**src/rtl/computie_uart_tx.sv**
```systemverilog
// Byte FIFO feeding an asynchronous serial transmitter: 8N1 frames by default,
// 8E1 frames when COMPUTIE_UART_TX_PARITY_EN is defined.
module computie_uart_tx #(
  parameter int CLOCK_FREQ = 12000000,
  parameter int BAUD       = 115200,
  parameter int FIFO_DEPTH = 16
) (
  input  logic                          comm_clock,
  input  logic                          comm_reset_n,
  input  logic                          in_valid,
  output logic                          in_ready,
  input  logic [7:0]                    in_data,
  output logic                          tx,
  output logic                          busy,
  output logic [$clog2(FIFO_DEPTH):0]   fifo_count
);

  localparam int DIV_RAW = CLOCK_FREQ / BAUD;
  localparam int DIVIDER = (DIV_RAW < 1) ? 1 : DIV_RAW;
  localparam int TMR_W   = (DIVIDER > 1) ? $clog2(DIVIDER) : 1;
  localparam int PTR_W   = $clog2(FIFO_DEPTH);
  localparam int CNT_W   = PTR_W + 1;

  localparam logic [TMR_W-1:0] TMR_LAST = TMR_W'(DIVIDER - 1);
  localparam logic [CNT_W-1:0] CNT_FULL = CNT_W'(FIFO_DEPTH);

`ifdef COMPUTIE_UART_TX_PARITY_EN
  typedef enum logic [2:0] {IDLE, START, DATA, PARITY, STOP} state_e;
`else
  typedef enum logic [1:0] {IDLE, START, DATA, STOP} state_e;
`endif

  logic [7:0]       mem_q [FIFO_DEPTH];
  logic [PTR_W-1:0] wr_ptr_q, wr_ptr_d;
  logic [PTR_W-1:0] rd_ptr_q, rd_ptr_d;
  logic [CNT_W-1:0] cnt_q, cnt_d;
  state_e           state_q, state_d;
  logic [TMR_W-1:0] tmr_q, tmr_d;
  logic [2:0]       bit_q, bit_d;
  logic [7:0]       shift_q, shift_d;
  logic             tx_q, tx_d;
`ifdef COMPUTIE_UART_TX_PARITY_EN
  logic             par_q, par_d;
`endif

  logic       push;
  logic       pop;
  logic       fifo_nonempty;
  logic       bit_end;
  logic [7:0] head;

  // Readiness depends only on registered occupancy, so a full FIFO refuses a
  // push even on the cycle it is being popped.
  assign in_ready      = (cnt_q != CNT_FULL);
  assign push          = in_valid && in_ready;
  assign fifo_nonempty = (cnt_q != '0);
  assign head          = mem_q[rd_ptr_q];
  assign bit_end       = (tmr_q == TMR_LAST);

  assign tx         = tx_q;
  assign busy       = (state_q != IDLE) || fifo_nonempty;
  assign fifo_count = cnt_q;

  always_ff @(posedge comm_clock) begin
    if (push) begin
      mem_q[wr_ptr_q] <= in_data;
    end
  end

  always_comb begin
    wr_ptr_d = wr_ptr_q;
    rd_ptr_d = rd_ptr_q;
    cnt_d    = cnt_q;
    if (push) begin
      wr_ptr_d = wr_ptr_q + 1'b1;
    end
    if (pop) begin
      rd_ptr_d = rd_ptr_q + 1'b1;
    end
    case ({push, pop})
      2'b10:   cnt_d = cnt_q + 1'b1;
      2'b01:   cnt_d = cnt_q - 1'b1;
      default: cnt_d = cnt_q;
    endcase
  end

  always_comb begin
    state_d = state_q;
    tmr_d   = tmr_q;
    bit_d   = bit_q;
    shift_d = shift_q;
    tx_d    = tx_q;
    pop     = 1'b0;
`ifdef COMPUTIE_UART_TX_PARITY_EN
    par_d   = par_q;
`endif
    if (state_q != IDLE) begin
      tmr_d = bit_end ? '0 : tmr_q + 1'b1;
    end

    case (state_q)
      IDLE: begin
        tx_d = 1'b1;
        if (fifo_nonempty) begin
          pop     = 1'b1;
          shift_d = head;
`ifdef COMPUTIE_UART_TX_PARITY_EN
          par_d   = ^head;
`endif
          tx_d    = 1'b0;
          tmr_d   = '0;
          state_d = START;
        end
      end
      START: begin
        if (bit_end) begin
          tx_d    = shift_q[0];
          bit_d   = '0;
          state_d = DATA;
        end
      end
      DATA: begin
        if (bit_end) begin
          if (bit_q == 3'd7) begin
`ifdef COMPUTIE_UART_TX_PARITY_EN
            tx_d    = par_q;
            state_d = PARITY;
`else
            tx_d    = 1'b1;
            state_d = STOP;
`endif
          end else begin
            shift_d = {1'b0, shift_q[7:1]};
            tx_d    = shift_q[1];
            bit_d   = bit_q + 1'b1;
          end
        end
      end
`ifdef COMPUTIE_UART_TX_PARITY_EN
      PARITY: begin
        if (bit_end) begin
          tx_d    = 1'b1;
          state_d = STOP;
        end
      end
`endif
      STOP: begin
        // A waiting byte starts immediately so frames run back-to-back.
        if (bit_end) begin
          if (fifo_nonempty) begin
            pop     = 1'b1;
            shift_d = head;
`ifdef COMPUTIE_UART_TX_PARITY_EN
            par_d   = ^head;
`endif
            tx_d    = 1'b0;
            state_d = START;
          end else begin
            tx_d    = 1'b1;
            state_d = IDLE;
          end
        end
      end
      default: begin
        tx_d    = 1'b1;
        state_d = IDLE;
      end
    endcase
  end

  always_ff @(posedge comm_clock or negedge comm_reset_n) begin
    if (!comm_reset_n) begin
      state_q  <= IDLE;
      tmr_q    <= '0;
      bit_q    <= '0;
      tx_q     <= 1'b1;
      wr_ptr_q <= '0;
      rd_ptr_q <= '0;
      cnt_q    <= '0;
    end else begin
      state_q  <= state_d;
      tmr_q    <= tmr_d;
      bit_q    <= bit_d;
      tx_q     <= tx_d;
      wr_ptr_q <= wr_ptr_d;
      rd_ptr_q <= rd_ptr_d;
      cnt_q    <= cnt_d;
    end
  end

  always_ff @(posedge comm_clock) begin
    shift_q <= shift_d;
`ifdef COMPUTIE_UART_TX_PARITY_EN
    par_q   <= par_d;
`endif
  end

endmodule
```
**config.mk**
```make
export PLATFORM = sky130hd
export DESIGN_NAME = computie_uart_tx
export DESIGN_NICKNAME = d
export VERILOG_FILES = /design/src/rtl/computie_uart_tx.sv
export SDC_FILE = /design/constraint.sdc
export NUM_CORES = 1
export LEC_CHECK = 0
export CORE_MARGIN = 2
export CORE_UTILIZATION = 50
export CTS_CLUSTER_DIAMETER = 60
export CTS_CLUSTER_SIZE = 10
export DETAILED_ROUTE_END_ITERATION = 16
export GPL_TIMING_DRIVEN = 0
export PLACE_DENSITY = 0.78
export RECOVER_POWER = 50
export SYNTH_ARGS = -nofsm -noshare
export SYNTH_HDL_FRONTEND = slang
export SYNTH_SLANG_ARGS = --single-unit
export TNS_END_PERCENT = 20
```
**constraint.sdc**
```tcl
create_clock -name comm_clock -period 4.3 [get_ports comm_clock]
set_input_delay 0.645 -clock comm_clock [delete_from_list [all_inputs] [get_ports comm_clock]]
set_output_delay 0.645 -clock comm_clock [all_outputs]
set_load 0.05 [all_outputs]
```
==> results of run 1 <==
worst max-delay path, stage by stage (launching register included):
cell             delay, ps
dfrtp_1                390
buf_6                  140
or4_4                  560
nor3b_1                500
inv_1                   80
clkdlybuf4s50_1        710
metrics by stage:
step	cells	worst slack [ps]
after floorplan	408	1270
after global placement	606	833
after detailed placement	607	749
after CTS	639	953
after global routing	640	597
final	641	863
layout make-up:
class,count,area (um^2),share of cell area [%]
buffer,25,110,1.39
clock inverter,15,130,1.65
multi-input combinational,209,2040,25.8
inverter,12,45.0,0.570
tap,180,225,2.85
timing repair buffer,20,186,2.36
antenna,1,2.50,0.0317
sequential,162,4740,60.0
clock buffer,17,425,5.39
flip-flops by register name (all words and copies together), names as in the netlist:
register / cells
tmr_q: 7
wr_ptr_q: 4
rd_ptr_q: 4
mem_q: 128
fifo_count: 5
bit_q: 3
shift_q: 8
tx: 1
state_q: 2
cells in the mapped netlist, types with 2 or more instances:
cell type	number
a31oi_1	4
a32oi_1	2
clkbuf_1	13
nor3_1	8
o22ai_1	3
nand4_1	2
buf_1	4
edfxtp_1	136
nand2_1	17
xor2_1	9
mux4_2	33
nand2b_1	4
dfrtp_1	25
a22o_1	7
inv_1	12
nand3_1	4
a221o_1	2
xnor2_1	5
mux2i_1	23
ha_1	15
and3b_1	2
a21oi_1	9
buf_2	7
nor4_1	2
o21ai_0	12
o31ai_1	2
nor3b_2	2
nor2_1	16
and3_1	3
mux2_2	2
nor4b_1	2
nor2b_1	3
placed cells by master (no fill, tap or decap), types with 9 or more instances in the layout:
| cell | Yosys | final |
|---|---|---|
| edfxtp_1 | 136 | 136 |
| mux4_2 | 33 | 33 |
| dfrtp_1 | 25 | 25 |
| mux2i_1 | 23 | 23 |
| nand2_1 | 17 | 17 |
| clkbuf_16 | 0 | 17 |
| nor2_1 | 16 | 16 |
| ha_1 | 15 | 15 |
| clkbuf_1 | 13 | 14 |
| o21ai_0 | 12 | 12 |
| inv_1 | 12 | 12 |
| xor2_1 | 9 | 9 |
| a21oi_1 | 9 | 9 |
| clkdlybuf4s50_1 | 0 | 9 |
layer usage:
metal  vias up  wire, um  GRT usage (%)
met5         -         0              0
met4         0       228           6.11
met3        22       690           5.90
met2       128      6410           32.1
met1      1844      5490           24.0
li1       1680         -              -
kinds of logic after synthesis:
logic type,count (synthesis)
flip-flops,162
AND/OR/NAND/NOR,71
multiplexers,59
AO/OA/AOI/OAI,50
buffers and inverters,37
adder cells (fa/ha/maj),15
XOR/XNOR,14
power groups by stage:
stage               logic [W]  clock network, W  registers, W
floorplan             0.00137                 0       0.00224
global placement      0.00189                 0       0.00215
detailed placement    0.00195                 0       0.00217
CTS                   0.00196           0.00145       0.00214
global route          0.00214           0.00151       0.00216
finish                0.00195           0.00143       0.00214
how the worst max path moves through the flow:
stage,startpoint,to,depth (start not counted)
after floorplan,fifo_count[1],fifo_count[4],12
after global placement,in_valid,mem_q[3][0],4
after detailed placement,in_valid,mem_q[1][3],4
after CTS,tmr_q[0],fifo_count[4],13
after global routing,tmr_q[0],fifo_count[4],13
final,fifo_count[1],busy,5
==> flow_metrics.env, run 1 <==
export IMPL_status="complete, no violations"
export IMPL_clk_latency_ps=420
export IMPL_grt_antenna_before_repair=1
export IMPL_drv_slew=0
export IMPL_drtAntennaViolNets=0
export IMPL_pwr_share_clk_pct=25.9
export IMPL_dpl_instance_area_um2=7340
export IMPL_start_util_pct=50.5
export IMPL_hp_class="flip-flop to flip-flop"
export IMPL_io_pins=19
export IMPL_yosys_top_cells_area="edfxtp_1 59%, mux4_2 11%, dfrtp_1 9.0%, mux2i_1 3.3%, ha_1 2.7%"
export IMPL_min_period_ps=3440
export IMPL_maxCapViolations=0
export IMPL_wl_per_cell_um=20.0
export IMPL_path_clk_slew_ps=60
export IMPL_coreArea_um2=13700
export IMPL_synth_compound_area_share_pct=4.84
export IMPL_grt_pass1_vias=3789
export IMPL_cp_end_kind="output port"
export IMPL_reg2reg_from="tmr_q[0]"
export IMPL_mappedNetlistNets=434
export IMPL_p_per_area_nw_per_um2=698
export IMPL_setup_viol_count_final=0
export IMPL_p_seq_share_pct=38.8
export IMPL_whs_ps=479
export IMPL_die_x_um=122
export IMPL_yosysTopAreaCell="edfxtp_1"
export IMPL_drc=0
export IMPL_crit_type="flip-flop to output port"
export IMPL_p_int_w=0.00366
export IMPL_drive_gt1_share_pct=17.6
export IMPL_synth_top_flop_cell="edfxtp_1"
export IMPL_synthCells=408
export IMPL_hpwl_mm=8.32
export IMPL_synthArstFlopShare_pct=16.0
export IMPL_whs_path_depth=2
export IMPL_reg2reg_depth=13
export IMPL_r2r_slack_ps=920
export IMPL_die_area_um2=14800
export IMPL_die_h_um=122
export IMPL_grt_pass1_wl_mm=20.5
export IMPL_arrival_ps=2790
export IMPL_crit_required_ps=3650
export IMPL_ys_warn_count=0
export IMPL_syn_avg_cell_area_um2=17.0
export IMPL_fillers=1034
export IMPL_slew_headroom_pct=4.58
export IMPL_h_tree_depth=4
export IMPL_final_core_utilization_pct=57.6
export IMPL_cts_hold_repair_buffers=0
export IMPL_skew_ps=3.58
export IMPL_startpoint_type="flip-flop"
export IMPL_cts_tree="yes"
export IMPL_synth_edf_count=136
export IMPL_clkSinkCount=162
export IMPL_core_rowCount=43
export IMPL_grt_usage_pct=19.1
export IMPL_worst_slew_pin_slew_ps=1430
export IMPL_clk_path_buf_depth=2
export IMPL_drt_pass1_iterations=5
export IMPL_gp_congestion=0.838
export IMPL_synthDistinctLibCells=50
export IMPL_peakVddDrop_mv=0.405
export IMPL_min_period_over_period_pct=79.9
export IMPL_grt_max_degree=27
export IMPL_postCtsSetupBuffers=0
export IMPL_hold_path_end="tx"
export IMPL_area_growth_syn_to_layout_pct=14.0
export IMPL_fin_total_pwr_w=0.00551
export IMPL_net_switching_power_w=0.00186
export IMPL_rsz0062_at_grt="no"
export IMPL_root_buffer="clkbuf_16"
export IMPL_synthXorXnorAreaFrac_pct=1.77
export IMPL_hp_start="tx"
export IMPL_yosys_register_bits=162
export IMPL_syn_cell_area_um2=6930
export IMPL_io_buffers=18
export IMPL_viasPerCell=5.73
export IMPL_synth_fa_ha_area_share_pct=2.71
export IMPL_synth_top_area_share_pct=59.0
export IMPL_switching_share_pct=33.7
export IMPL_numCtsBuffers=17
export IMPL_grt_ovfl_total=0
export IMPL_tns_ps=0
export IMPL_fmax_mhz=291
export IMPL_hold_viol_final=0
export IMPL_p_comb_share_pct=35.3
export IMPL_final_area_um2=7900
export IMPL_synth_top_family_by_area="multiplexers"
export IMPL_drt_iter0_markers=461
export IMPL_cellLeakagePower_nw=2.76
export IMPL_vias=3674
export IMPL_yosys_area_share_simple_pct=5.53
export IMPL_cts_repair_resized=0
export IMPL_r2r_end="fifo_count[4]"
export IMPL_postRouteWirelength_mm=12.8
export IMPL_path_max_fanout=8
export IMPL_fin_nets=473
export IMPL_synthMuxAreaShare_pct=14.5
export IMPL_yosysSeqAreaShare_pct=68.4
Note: power is estimated with default switching activity, not from simulation.
==> run 2: changes to the inputs <==
==> constraint.sdc (replaced) <==
create_clock -name comm_clock -period 3.19 [get_ports comm_clock]
set_input_delay 0.4785 -clock comm_clock [delete_from_list [all_inputs] [get_ports comm_clock]]
set_output_delay 0.4785 -clock comm_clock [all_outputs]
set_load 0.05 [all_outputs]
==> run 2 against run 1 <==
Net effect: register-to-register slack got worse by 730 ps; routed wire length increased by 0.55%; final cell count unchanged; die area unchanged; flip-flop and latch count unchanged; clock skew increased by 0.66 ps; largest cell class unchanged; combinational power increased by 35%; clock power increased by 34%; sequential share of layout area decreased by 0.085 points.
==> flow_metrics.env, run 2 (synthesized netlist as in run 1, its figures left out) <==
export IMPL_final_core_utilization_pct=57.6
export IMPL_cts_hold_repair_buffers=0
export IMPL_hpwl_mm=8.32
export IMPL_vias=3650
export IMPL_skew_ps=4.24
export IMPL_io_pins=19
export IMPL_largest_reg_flops=128
export IMPL_mostFrequentLayoutCells="136 x edfxtp_1, 33 x mux4_2, 25 x dfrtp_1"
export IMPL_grt_ovfl_total=0
export IMPL_status="complete, no violations"
export IMPL_io_buffers=18
export IMPL_gp_congestion=0.838
export IMPL_crit_required_ps=3540
export IMPL_start_util_pct=50.5
export IMPL_drtAntennaViolNets=0
export IMPL_drt_pass1_iterations=5
export IMPL_maxCapViolations=0
export IMPL_clk_latency_ps=430
export IMPL_coreArea_um2=13700
export IMPL_top_regs="mem_q x128, shift_q x8, tmr_q x7"
export IMPL_drt_iter0_markers=448
export IMPL_worst_slew_pin_slew_ps=1410
export IMPL_final_common_cell="edfxtp_1"
export IMPL_peakVddDrop_mv=0.545
export IMPL_die_area_um2=14800
export IMPL_reg2reg_from="tmr_q[3]"
export IMPL_grt_usage_pct=19.1
export IMPL_cellLeakagePower_nw=2.76
export IMPL_drive_gt1_share_pct=18.3
export IMPL_root_buffer="clkbuf_16"
export IMPL_crit_type="flip-flop to flip-flop"
export IMPL_grt_pass1_vias=3787
export IMPL_whs_ps=369
export IMPL_startpoint_type="flip-flop"
export IMPL_arrival_ps=3350
export IMPL_top_register="mem_q"
export IMPL_min_period_over_period_pct=94.0
export IMPL_grt_antenna_before_repair=1
export IMPL_fillers=1033
export IMPL_pre_cts_slack_ps=-194
export IMPL_drc=0
export IMPL_die_h_um=122
export IMPL_clk_path_buf_depth=2
export IMPL_drv_slew=0
export IMPL_fmax_mhz=333
export IMPL_numCtsBuffers=17
export IMPL_r2r_slack_ps=190
export IMPL_cts_tree="yes"
export IMPL_hold_viol_final=0
export IMPL_wl_per_cell_um=20.1
export IMPL_area_growth_syn_to_layout_pct=14.2
export IMPL_slew_headroom_pct=6.11
export IMPL_p_per_area_nw_per_um2=942
export IMPL_h_tree_depth=4
export IMPL_grt_max_degree=27
export IMPL_r2r_end="fifo_count[4]"
export IMPL_fin_nets=473
export IMPL_path_max_fanout=9
export IMPL_setup_viol_count_final=0
export IMPL_path_clk_slew_ps=60
export IMPL_clkSinkCount=162
export IMPL_viasPerCell=5.69
export IMPL_rsz0062_at_grt="no"
export IMPL_cp_end_kind="flip-flop"
export IMPL_die_x_um=122
export IMPL_hp_class="input pin to asynchronous set/reset pin"
export IMPL_postRouteWirelength_mm=12.9
export IMPL_tns_ps=0
export IMPL_worst_slack_ps=191
export IMPL_grt_pass1_wl_mm=20.5
export IMPL_min_period_ps=3000
export IMPL_core_rowCount=43
export IMPL_reg2reg_depth=11
export IMPL_fin_total_pwr_w=0.00745
run 2: cell type report:
| type | instances | area [um^2] | share of cell area [%] |
|---|---|---|---|
| clock inverter | 15 | 130 | 1.65 |
| antenna | 1 | 2.50 | 0.0316 |
| tap | 180 | 225 | 2.85 |
| multi-input combinational | 209 | 2040 | 25.8 |
| sequential | 162 | 4740 | 59.9 |
| buffer | 24 | 108 | 1.36 |
| inverter | 12 | 45.0 | 0.570 |
| clock buffer | 17 | 425 | 5.38 |
| timing repair buffer | 21 | 196 | 2.48 |
run 2: what timing repair did:
item                                    in CTS  in global routing
pin swaps                                    1                  0
setup buffers                                1                  0
resized for setup                            1                  6
endpoints found under the setup margin      10                 11
run 2: worst max-delay path by stage:
stage / start / end / slack, ps / cells after the start
floorplan: fifo_count[1] / fifo_count[4] / 160 / 12
global placement: in_valid / mem_q[3][0] / -110 / 4
detailed placement: in_valid / mem_q[1][3] / -190 / 4
CTS: tmr_q[0] / fifo_count[4] / 70 / 12
global route: tmr_q[3] / fifo_count[4] / 6 / 11
finish: tmr_q[3] / fifo_count[4] / 190 / 11
run 2: worst max-delay path, stage by stage (launching register included):
cell and delay (ps):
dfrtp_1 360, clkbuf_1 190, nor3b_2 460, a31oi_1 240
nor3_2 290, ha_2 330, xor2_1 200, ha_1 240
and3b_1 170, o21ai_0 80, a21oi_1 190, xor2_1 170
run 2: per-stage QoR:
step	instances	instance area (um^2)
floorplan	408	6930
global placement	606	7330
detailed placement	607	7340
CTS	639	7900
global route	640	7910
finish	641	7910
run 2: power by group:
part           internal, W  leakage [nW]  switching (W)
combinational      0.00113         0.929        0.00152
clock              0.00108         0.275       0.000844
sequential         0.00273          1.56       0.000154
run 2: routing by layer:
metal  wire length (um)  GRT usage [%]  part of all wire, %  vias to the layer above
met5                  0              0                    0                        -
met4                178           6.18                  1.4                        0
met3                690           5.90                  5.4                       16
met2               6470           31.9                   50                      103
met1               5540           24.2                   43                     1853
li1                   -              -                    -                     1678
==> run 3: changes to the inputs <==
--- a/config.mk
+++ b/config.mk
@@ -5,7 +5,6 @@
 export SDC_FILE = /design/constraint.sdc
 export NUM_CORES = 1
 export LEC_CHECK = 0
-export CORE_MARGIN = 2
 export CORE_UTILIZATION = 50
 export CTS_CLUSTER_DIAMETER = 60
 export CTS_CLUSTER_SIZE = 10
==> run 3 against run 2 <==
Net effect: non-clock buffer count down 1; cell area up 0.87%; sequential share of layout area down 0.52 points; final cell count fell by 0.94%; flip-flop and latch count is the same; fmax is 0.16% higher; die area decreased by 3.3%; global-route usage is 1.6 points higher.
==> flow_metrics.env, run 3 (synthesized netlist as in run 1, its figures left out) <==
export IMPL_multi_input_area_um2=2040
export IMPL_io_pins=19
export IMPL_io_buffers=18
export IMPL_cts_tree="yes"
export IMPL_wl_met3_um=718
export IMPL_cp_end_kind="output port"
export IMPL_rsz0062_at_grt="no"
export IMPL_worst_slew_pin_slew_ps=1470
export IMPL_wl_per_cell_um=21.0
export IMPL_setup_viol_count_final=0
export IMPL_gp_congestion=0.866
export IMPL_drc=0
export IMPL_top_regs="mem_q x128, shift_q x8, tmr_q x7"
export IMPL_arrival_ps=2520
export IMPL_fin_total_pwr_w=0.00773
export IMPL_r2r_end="fifo_count[4]"
export IMPL_fin_nets=472
export IMPL_min_period_over_period_pct=93.9
export IMPL_die_x_um=120
export IMPL_net_switching_power_w=0.00255
export IMPL_mostFrequentLayoutCells="136 x edfxtp_1, 33 x mux4_2, 25 x dfrtp_1"
export IMPL_hold_viol_final=0
export IMPL_hpwl_mm=8.53
export IMPL_grt_pass1_wl_mm=21.1
export IMPL_reg2reg_depth=11
export IMPL_worst_slack_ps=196
export IMPL_highest_layer="met4"
export IMPL_grt_antenna_before_repair=0
export IMPL_r2r_slack_ps=200
export IMPL_slew_headroom_pct=1.80
export IMPL_fmax_mhz=334
export IMPL_seqCellArea_um2=4740
export IMPL_postRouteWirelength_mm=13.4
export IMPL_clk_latency_ps=440
export IMPL_grt_usage_pct=20.7
export IMPL_status="complete, no violations"
export IMPL_peakVddDrop_mv=0.720
export IMPL_wl_met1_mm=5.52
export IMPL_p_per_area_nw_per_um2=969
export IMPL_h_tree_depth=4
export IMPL_drv_slew=0
export IMPL_switching_share_pct=32.9
export IMPL_met2_wirelength_mm=6.75
export IMPL_pwr_share_clk_pct=28.2
export IMPL_grt_pass1_vias=3773
export IMPL_p_int_w=0.00518
export IMPL_path_clk_slew_ps=60
export IMPL_p_seq_share_pct=37.3
export IMPL_final_common_cell="edfxtp_1"
export IMPL_crit_required_ps=2710
export IMPL_path_max_fanout=8
export IMPL_root_buffer="clkbuf_16"
export IMPL_cellLeakagePower_nw=2.79
export IMPL_die_h_um=120
export IMPL_grt_max_degree=27
export IMPL_reg2reg_from="fifo_count[1]"
export IMPL_clkSinkCount=162
export IMPL_maxCapViolations=0
export IMPL_die_area_um2=14300
export IMPL_largest_reg_flops=128
export IMPL_drive_gt1_share_pct=18.5
export IMPL_viasPerCell=5.84
export IMPL_drt_iter0_markers=253
export IMPL_drtAntennaViolNets=0
export IMPL_grt_ovfl_total=0
export IMPL_top_register="mem_q"
export IMPL_start_util_pct=51.7
export IMPL_crit_type="flip-flop to output port"
export IMPL_fillers=938
export IMPL_area_growth_syn_to_layout_pct=15.2
export IMPL_numCtsBuffers=17
export IMPL_startpoint_type="flip-flop"
export IMPL_skew_ps=15.1
export IMPL_pre_cts_slack_ps=-115
export IMPL_clk_path_buf_depth=2
export IMPL_drt_pass1_iterations=5
export IMPL_core_rowCount=42
export IMPL_coreArea_um2=13400
export IMPL_min_period_ps=2990
export IMPL_p_comb_share_pct=34.5
export IMPL_vias=3709
export IMPL_antenna_cells=0
export IMPL_hp_class="input pin to asynchronous set/reset pin"
[run 3: metal layers]
layer  global-route usage [%]  vias to the layer above
li1                         -                     1688
met1                     26.6                     1864
met2                     33.7                      129
met3                     4.61                       28
met4                     9.53                        0
met5                        0                        -
[run 3: final cells by class]
| class | count | area share, % |
|---|---|---|
| inverters | 12 | 0.565 |
| multi-input cells | 209 | 25.6 |
| well taps | 176 | 2.76 |
| repair buffers | 21 | 2.49 |
| clock inverters | 14 | 2.56 |
| clock buffers | 18 | 5.38 |
| flip-flops and latches | 162 | 59.4 |
| plain buffers | 23 | 1.29 |
[run 3: worst max-delay path by stage]
stage	start	end	slack [ps]
floorplan	fifo_count[1]	fifo_count[4]	160
global placement	in_valid	mem_q[3][0]	-140
detailed placement	tmr_q[0]	fifo_count[4]	-110
CTS	tmr_q[0]	fifo_count[4]	60
global route	fifo_count[2]	mem_q[3][7]	20
finish	fifo_count[1]	busy	200
[run 3: per-stage QoR]
step,utilization [%],hold slack [ps],TNS [ps],instances,instance area (um^2)
floorplan,-,183,0,408,6930
global placement,54.7,466,-2130,602,7330
detailed placement,54.8,485,-1050,604,7340
CTS,59.5,498,0,636,7980
global route,59.5,511,0,635,7980
finish,59.5,395,0,635,7980
[run 3: repair_timing]
action                     CTS  global route
pin swaps                    1             0
gates resized for setup      0             5
setup buffers                1             0
setup endpoints to repair    2            11
hold buffers                 0             0
[run 3: worst max-delay path: stages (launching register included)]
cell	delay [ps]
dfrtp_1	390
buf_6	140
or4_1	600
nor3b_1	570
inv_1	70
dlymetal6s2s_1	320
[run 3: power groups by stage]
stage          Clock [W]  Sequential (W)  Combinational (W)
5_1_grt          0.00228         0.00292            0.00288
6_report         0.00218         0.00288            0.00267
3_3_place_gp           0         0.00290            0.00254
3_5_place_dp           0         0.00293            0.00265
4_1_cts          0.00219         0.00289            0.00269
2_1_floorplan          0         0.00301            0.00185
==> RTL edit 1 (settings of run 2) <==
`CLOCK_FREQ`: 12000000 -> 3000000.
--- a/src/rtl/computie_uart_tx.sv
+++ b/src/rtl/computie_uart_tx.sv
@@ -3,3 +3,3 @@
 module computie_uart_tx #(
-  parameter int CLOCK_FREQ = 12000000,
+  parameter int CLOCK_FREQ = 3000000,
   parameter int BAUD       = 115200,
Check against the original RTL: no difference found for any inputs over 10 cycles, from zero or initial values and one cycle with comm_reset_n low; that may be too few to reach the edited logic, so the function may still have changed.
==> RTL edit 1 against run 2 <==
Wire length fell by 0.68%. First-iteration DRC count fell by 25%. Sequential cell count fell by 2. Die area fell by 0.84%. Total power fell by 0.38%. Cell count fell by 2.7%. Setup slack improved by 0.042 ns. Synthesized cell count fell by 2.5%. Fmax rose by 1.4%. Design area fell by 0.82%. Area after synthesis fell by 0.87%. Largest cell class unchanged.
==> RTL edit 1: results (changes against run 2) <==
Timing
  • Worst-margin pin slew: 1.28 ns (-0.130 ns)
  • Clk_skew: 0.0137 ns (+0.00945 ns)
  • Endpoints failing hold: 0 (unchanged)

Layout
  • Top Registers: mem_q: 128 flops, shift_q: 8 flops
  • Non-clk bufs: 41 (-8.9%)
  • Fillers: 984 (-4.7%)
  • Inserted Diodes: 0 (-1)
  • Non-clock buffer share: 0.0389 (+0.000479)
  • Area growth, synth to finish: 14.2% (about the same)
  • Seq Cell Count: 160 (-1.2%)
  • Non-Clock Inverter Count: 12 (unchanged)
  • Clk tree area frac: 0.0697 (-0.000534)
  • #MultiIn Comb: 203 (-2.9%)
  • Nets: 463 (-2.1%)
  • Share of layout cells above drive strength 1: 0.192 (+0.00936)
  • Clock buffer cells: 21 (+4)
  • Sequential portion of the cell area: 0.597 (-0.00141)

Place
  • Final GP Congestion: 0.778 (-7.2%)
  • Setup WS pre-CTS: -0.276 ns (-0.0821 ns)
  • Placed Area: 7270 um2 (-0.99%)
  • Post-DP HPWL: 8.28 mm (-0.39%)
  • Buffers on Ports: 18 (unchanged)

Drt
  • DR iter-0 viols: 338 (-25%)
  • Drt wl/cell: 20.5 um (+2.0%)
  • Routed via count: 3547 (-2.8%)

Yosys
  • Main synth FF type: edfxtp_1
  • Yosys cell types: 55 (+10%)
  • Top cells by count, synth: edfxtp_1 (136), mux4_2 (33), dfrtp_1 (23)
  • Mux cell area share after synthesis: 0.145 (-0.000550)
  • Post-synth ARST share: 0.150 (-0.0105)
  • Syn nets: 426 (-1.8%)
  • Synth Area in Compound Gates: 0.0476 (-0.000852)
  • Xor/xnor share of the synthesized area: 0.0128 (-0.00495)
  • Synth top area cells: edfxtp_1 (59%), mux4_2 (11%), dfrtp_1 (8.4%)
  • Post-synthesis adder-cell area fraction: 0.0310 (+0.00388)
  • Seq/Total Area, Yosys: 0.682 (-0.00131)
  • Synth Area per Inst: 17.3 um2 (+1.6%)

Clock tree
  • Max clock buf depth: 2 (unchanged)
  • H-tree Lvls: 4 (unchanged)
  • Reg clk slew, reported paths: 0.06 ns (about the same)
  • Root Buffer: clkbuf_16

Global routing
  • Global-route usage over all layers: 0.191 (-0.000551)
  • Number of global-route vias before repair: 3749 (-1.0%)
  • Antenna violations before repair: 0 (-1)
  • Largest net degree at the start of global routing: 25 (-7.4%)
  • First-pass GRT wire length: 20.3 mm (-0.94%)

Pwr
  • Internal power: 0.00495 W (+0.20%)
  • Leak pwr: 2.75 nW (-0.52%)
  • Peak supply drop: 701 uV (+29%)

Critical path
  • Slowest cell on the critical path: dfrtp_1
  • Kind of cell adding the most delay to the critical path: compound AO/OA/AOI/OAI gates
  • CP peak stage delay: 0.41 ns (-0.05 ns)

Run status
  • Status: complete, no violations

Worst hold path
  • Min-Delay Path Class: reg -> reg
-- RTL edit 1: path summary, 6_finish.rpt --
check / startpoint / to / slack [ns] / depth (start not counted)
min in group asynchronous: comm_reset_n / fifo_count[1] / 0.71 / 1
max reg2reg: tmr_q[1] / fifo_count[4] / 0.23 / 13
max: tmr_q[1] / fifo_count[4] / 0.23 / 13
min: tx / tx / 0.48 / 2
min reg2reg: tx / tx / 0.48 / 2
max in group asynchronous: comm_reset_n / bit_q[1] / 1.81 / 1
-- RTL edit 1: what timing repair did --
action | in CTS | in global routing
pin swaps | 0 | 1
endpoints found under the hold margin | 0 | 0
buffers inserted | 0 | 1
resized for setup | 3 | 3
endpoints found under the setup margin | 2 | 21
-- RTL edit 1: metal layers --
metal,vias up,global-route usage,wire length (um)
li1,1637,-,-
met1,1811,0.254,5520
met2,89,0.311,6490
met3,10,0.0583,655
met4,0,0.0474,136
met5,-,0,0
-- RTL edit 1: power groups by stage --
stage          registers [W]  logic, W  clock network (W)
2_1_floorplan        0.00297   0.00190                  0
3_3_place_gp         0.00287   0.00257                  0
3_5_place_dp         0.00290   0.00265                  0
4_1_cts              0.00286   0.00268            0.00193
5_1_grt              0.00289   0.00292            0.00201
6_report             0.00285   0.00267            0.00190
-- RTL edit 1: logic make-up (layout without fill, tap and decap cells) --
family,after synthesis,in the layout
AOI/OAI and AO/OA,47,47
and+or+nand+nor,72,72
adders and majority gates,17,17
xor gates and xnor gates,10,10
buffers and inverters,35,85
DFF,160,160
muxes,57,57
-- RTL edit 1: stage by stage --
stage | total power, W | cells
finish | 0.00742 | 624
global route | 0.00782 | 624
CTS | 0.00747 | 623
detailed placement | 0.00555 | 592
global placement | 0.00544 | 592
floorplan | 0.00487 | 398
==> RTL edit 2 (settings of run 2) <==
Made on the original files. Re-encode `state_e` (4 states) as one-hot, 4 bits wide.
--- a/src/rtl/computie_uart_tx.sv
+++ b/src/rtl/computie_uart_tx.sv
@@ -29,3 +29,3 @@
 `else
-  typedef enum logic [1:0] {IDLE, START, DATA, STOP} state_e;
+  typedef enum logic [3:0] {IDLE = 4'b0001, START = 4'b0010, DATA = 4'b0100, STOP = 4'b1000} state_e;
 `endif
Behaviour: no difference found for any inputs over 10 cycles, from zero or initial values and one cycle with comm_reset_n low; not proved beyond that.
==> RTL edit 2 against run 2 <==
The flow now finishes with violations (max-capacitance violations). Sequential share of layout area rose by 0.43 points. Setup slack got worse by 0.074 ns. Design area rose by 0.49%. Area after synthesis rose by 0.52%. Worst hold slack improved by 0.033 ns. Sequential cell count rose by 2. Wire length fell by 0.39%. Critical path type is now reg -> out. Largest cell class unchanged.
Power is not compared: it rests on default switching activity, and its combinational part moved more than twofold at a synthesized area within 25%.
==> RTL edit 2: results (changes against run 2) <==
Drt
  • DR iter-0 viols: 332 (-26%)
  • Routed via count: 3755 (+2.9%)
  • WL final: 12.8 mm (-0.39%)
  • Drt wl/cell: 19.6 um (-2.7%)

Yosys
  • Mux cell area share after synthesis: 0.134 (-0.0114)
  • Top cells by count, synth: edfxtp_1 (136), mux4_2 (33), nor2_1 (28)
  • Synth warnings: 0 (unchanged)
  • Yosys cell types: 51 (+2.0%)
  • Post-synthesis adder-cell area fraction: 0.0244 (-0.00266)
  • Synth top area cells: edfxtp_1 (59%), mux4_2 (11%), dfrtp_1 (9.3%)
  • Post-synth ARST share: 0.171 (+0.0102)
  • Syn nets: 448 (+3.2%)
  • Synth Area in Compound Gates: 0.0462 (-0.00223)
  • Synth Area per Inst: 16.4 um2 (-3.3%)
  • Seq/Total Area, Yosys: 0.688 (+0.00380)
  • Xor/xnor share of the synthesized area: 0.0151 (-0.00261)

Global routing
  • Met1 Usage GRT: 0.256 (+0.0139)
  • Largest net degree at the start of global routing: 29 (+7.4%)
  • Antenna violations before repair: 0 (-1)
  • GR Layer Usage met2: 0.300 (-0.0185)
  • M3 GR Usage: 0.0417 (-0.0173)
  • First-pass GRT wire length: 20.3 mm (-1.2%)
  • Number of global-route vias before repair: 3748 (-1.0%)
  • Global-route usage over all layers: 0.191 (about the same)

Pwr
  • Leak pwr: 2.69 nW

Job
  • Max Cap Viol: 1 (+1)

Run status
  • Failing checks: max-capacitance violations
  • Status: finished, violations left

Layout
  • Nets: 488 (+3.2%)
  • Share of layout cells above drive strength 1: 0.206 (+0.0233)
  • Largest register FFs: 128 (unchanged)
  • Top Registers: mem_q: 128 flops, shift_q: 8 flops, tmr_q: 7 flops
  • Inserted Diodes: 0 (-1)

Place
  • Setup WS pre-CTS: -0.320 ns (-0.126 ns)
  • Post-DP HPWL: 8.44 mm (+1.4%)
  • Placed Area: 7380 um2 (+0.61%)
  • Placed insts: 622 (+2.5%)
  • Final GP Congestion: 0.837 (about the same)

Critical path
  • R2r startpoint: tmr_q[1]
  • Kind of cell adding the most delay to the critical path: simple AND/OR/NAND/NOR gates
  • CP Capture Point: busy
  • Worst Reg-to-Reg Cells: 12 (+1)
  • Reg-to-reg endpoint: fifo_count[4]
  • Worst path arrival time: 2.59 ns (-0.76 ns)
  • Crit path from: state_q[0]
  • CP peak stage delay: 0.53 ns (+0.07 ns)
  • Slowest cell on the critical path: dfstp_2
  • Worst reg-to-reg setup slack: 0.12 ns (-0.07 ns)

Timing
  • Worst slew margin: 0.00416 (-0.0570)
  • Clk_skew: 0.00639 ns (+0.00214 ns)
  • Final worst-path cycle share: 0.963 (+0.0231)

Clock tree
  • Max clock buf depth: 2 (unchanged)
## RTL edit 2: cell count changes in the layout (fill, tap and decap cells not counted), moves of 4 or more
cell | before | now
dfrtp_2 | 0 | 5
nand2_1 | 17 | 26
mux2i_1 | 23 | 10
ha_1 | 14 | 10
xor2_1 | 9 | 4
mux2_2 | 2 | 8
o21ai_0 | 12 | 25
dfrtp_1 | 25 | 21
nor2_1 | 16 | 28
a22o_1 | 7 | 1
## RTL edit 2: power breakdown
part	total, W	internal (W)	switching, W
Clock	0.00188	0.00107	0.000813
Combinational	0.000744	0.000250	0.000494
Sequential	0.00266	0.00256	0.000101
Total	0.00529	0.00388	0.00141
## RTL edit 2: final cells by class
type                            count  area [um2]
Fill cell                        1018        5770
Sequential cell                   164        4790
Multi-Input combinational cell    227        2050
Clock buffer                       19         433
Tap cell                          180         225
Timing Repair Buffer               21         191
Buffer                             23         109
Clock inverter                     12         105
Inverter                           10        37.5
## RTL edit 2: cell families after synthesis
logic type,count (synthesis)
flops,164
simple gates,97
compound gates,54
mux,51
buf+inv,33
fa+ha+maj,13
xor+xnor,12
## RTL edit 2: metrics by stage
stage / TNS, ns / hold WS [ns]
2_1_floorplan: 0 / 0.183
3_5_place_dp: -0.320 / 0.494
4_1_cts: 0 / 0.507
6_report: 0 / 0.402
3_3_place_gp: -0.179 / 0.480
5_1_grt: 0 / 0.520
## RTL edit 2: routing by layer
metal / vias up / part of all wire
li1: 1723 / -
met1: 1903 / 0.44
met2: 105 / 0.49
met3: 24 / 0.045
met4: 0 / 0.022
met5: - / 0
## RTL edit 2: what timing repair did
action,in CTS,in global routing
buffers inserted,1,2
setup endpoints to repair,2,1
resized for setup,6,0
pin swaps,4,3
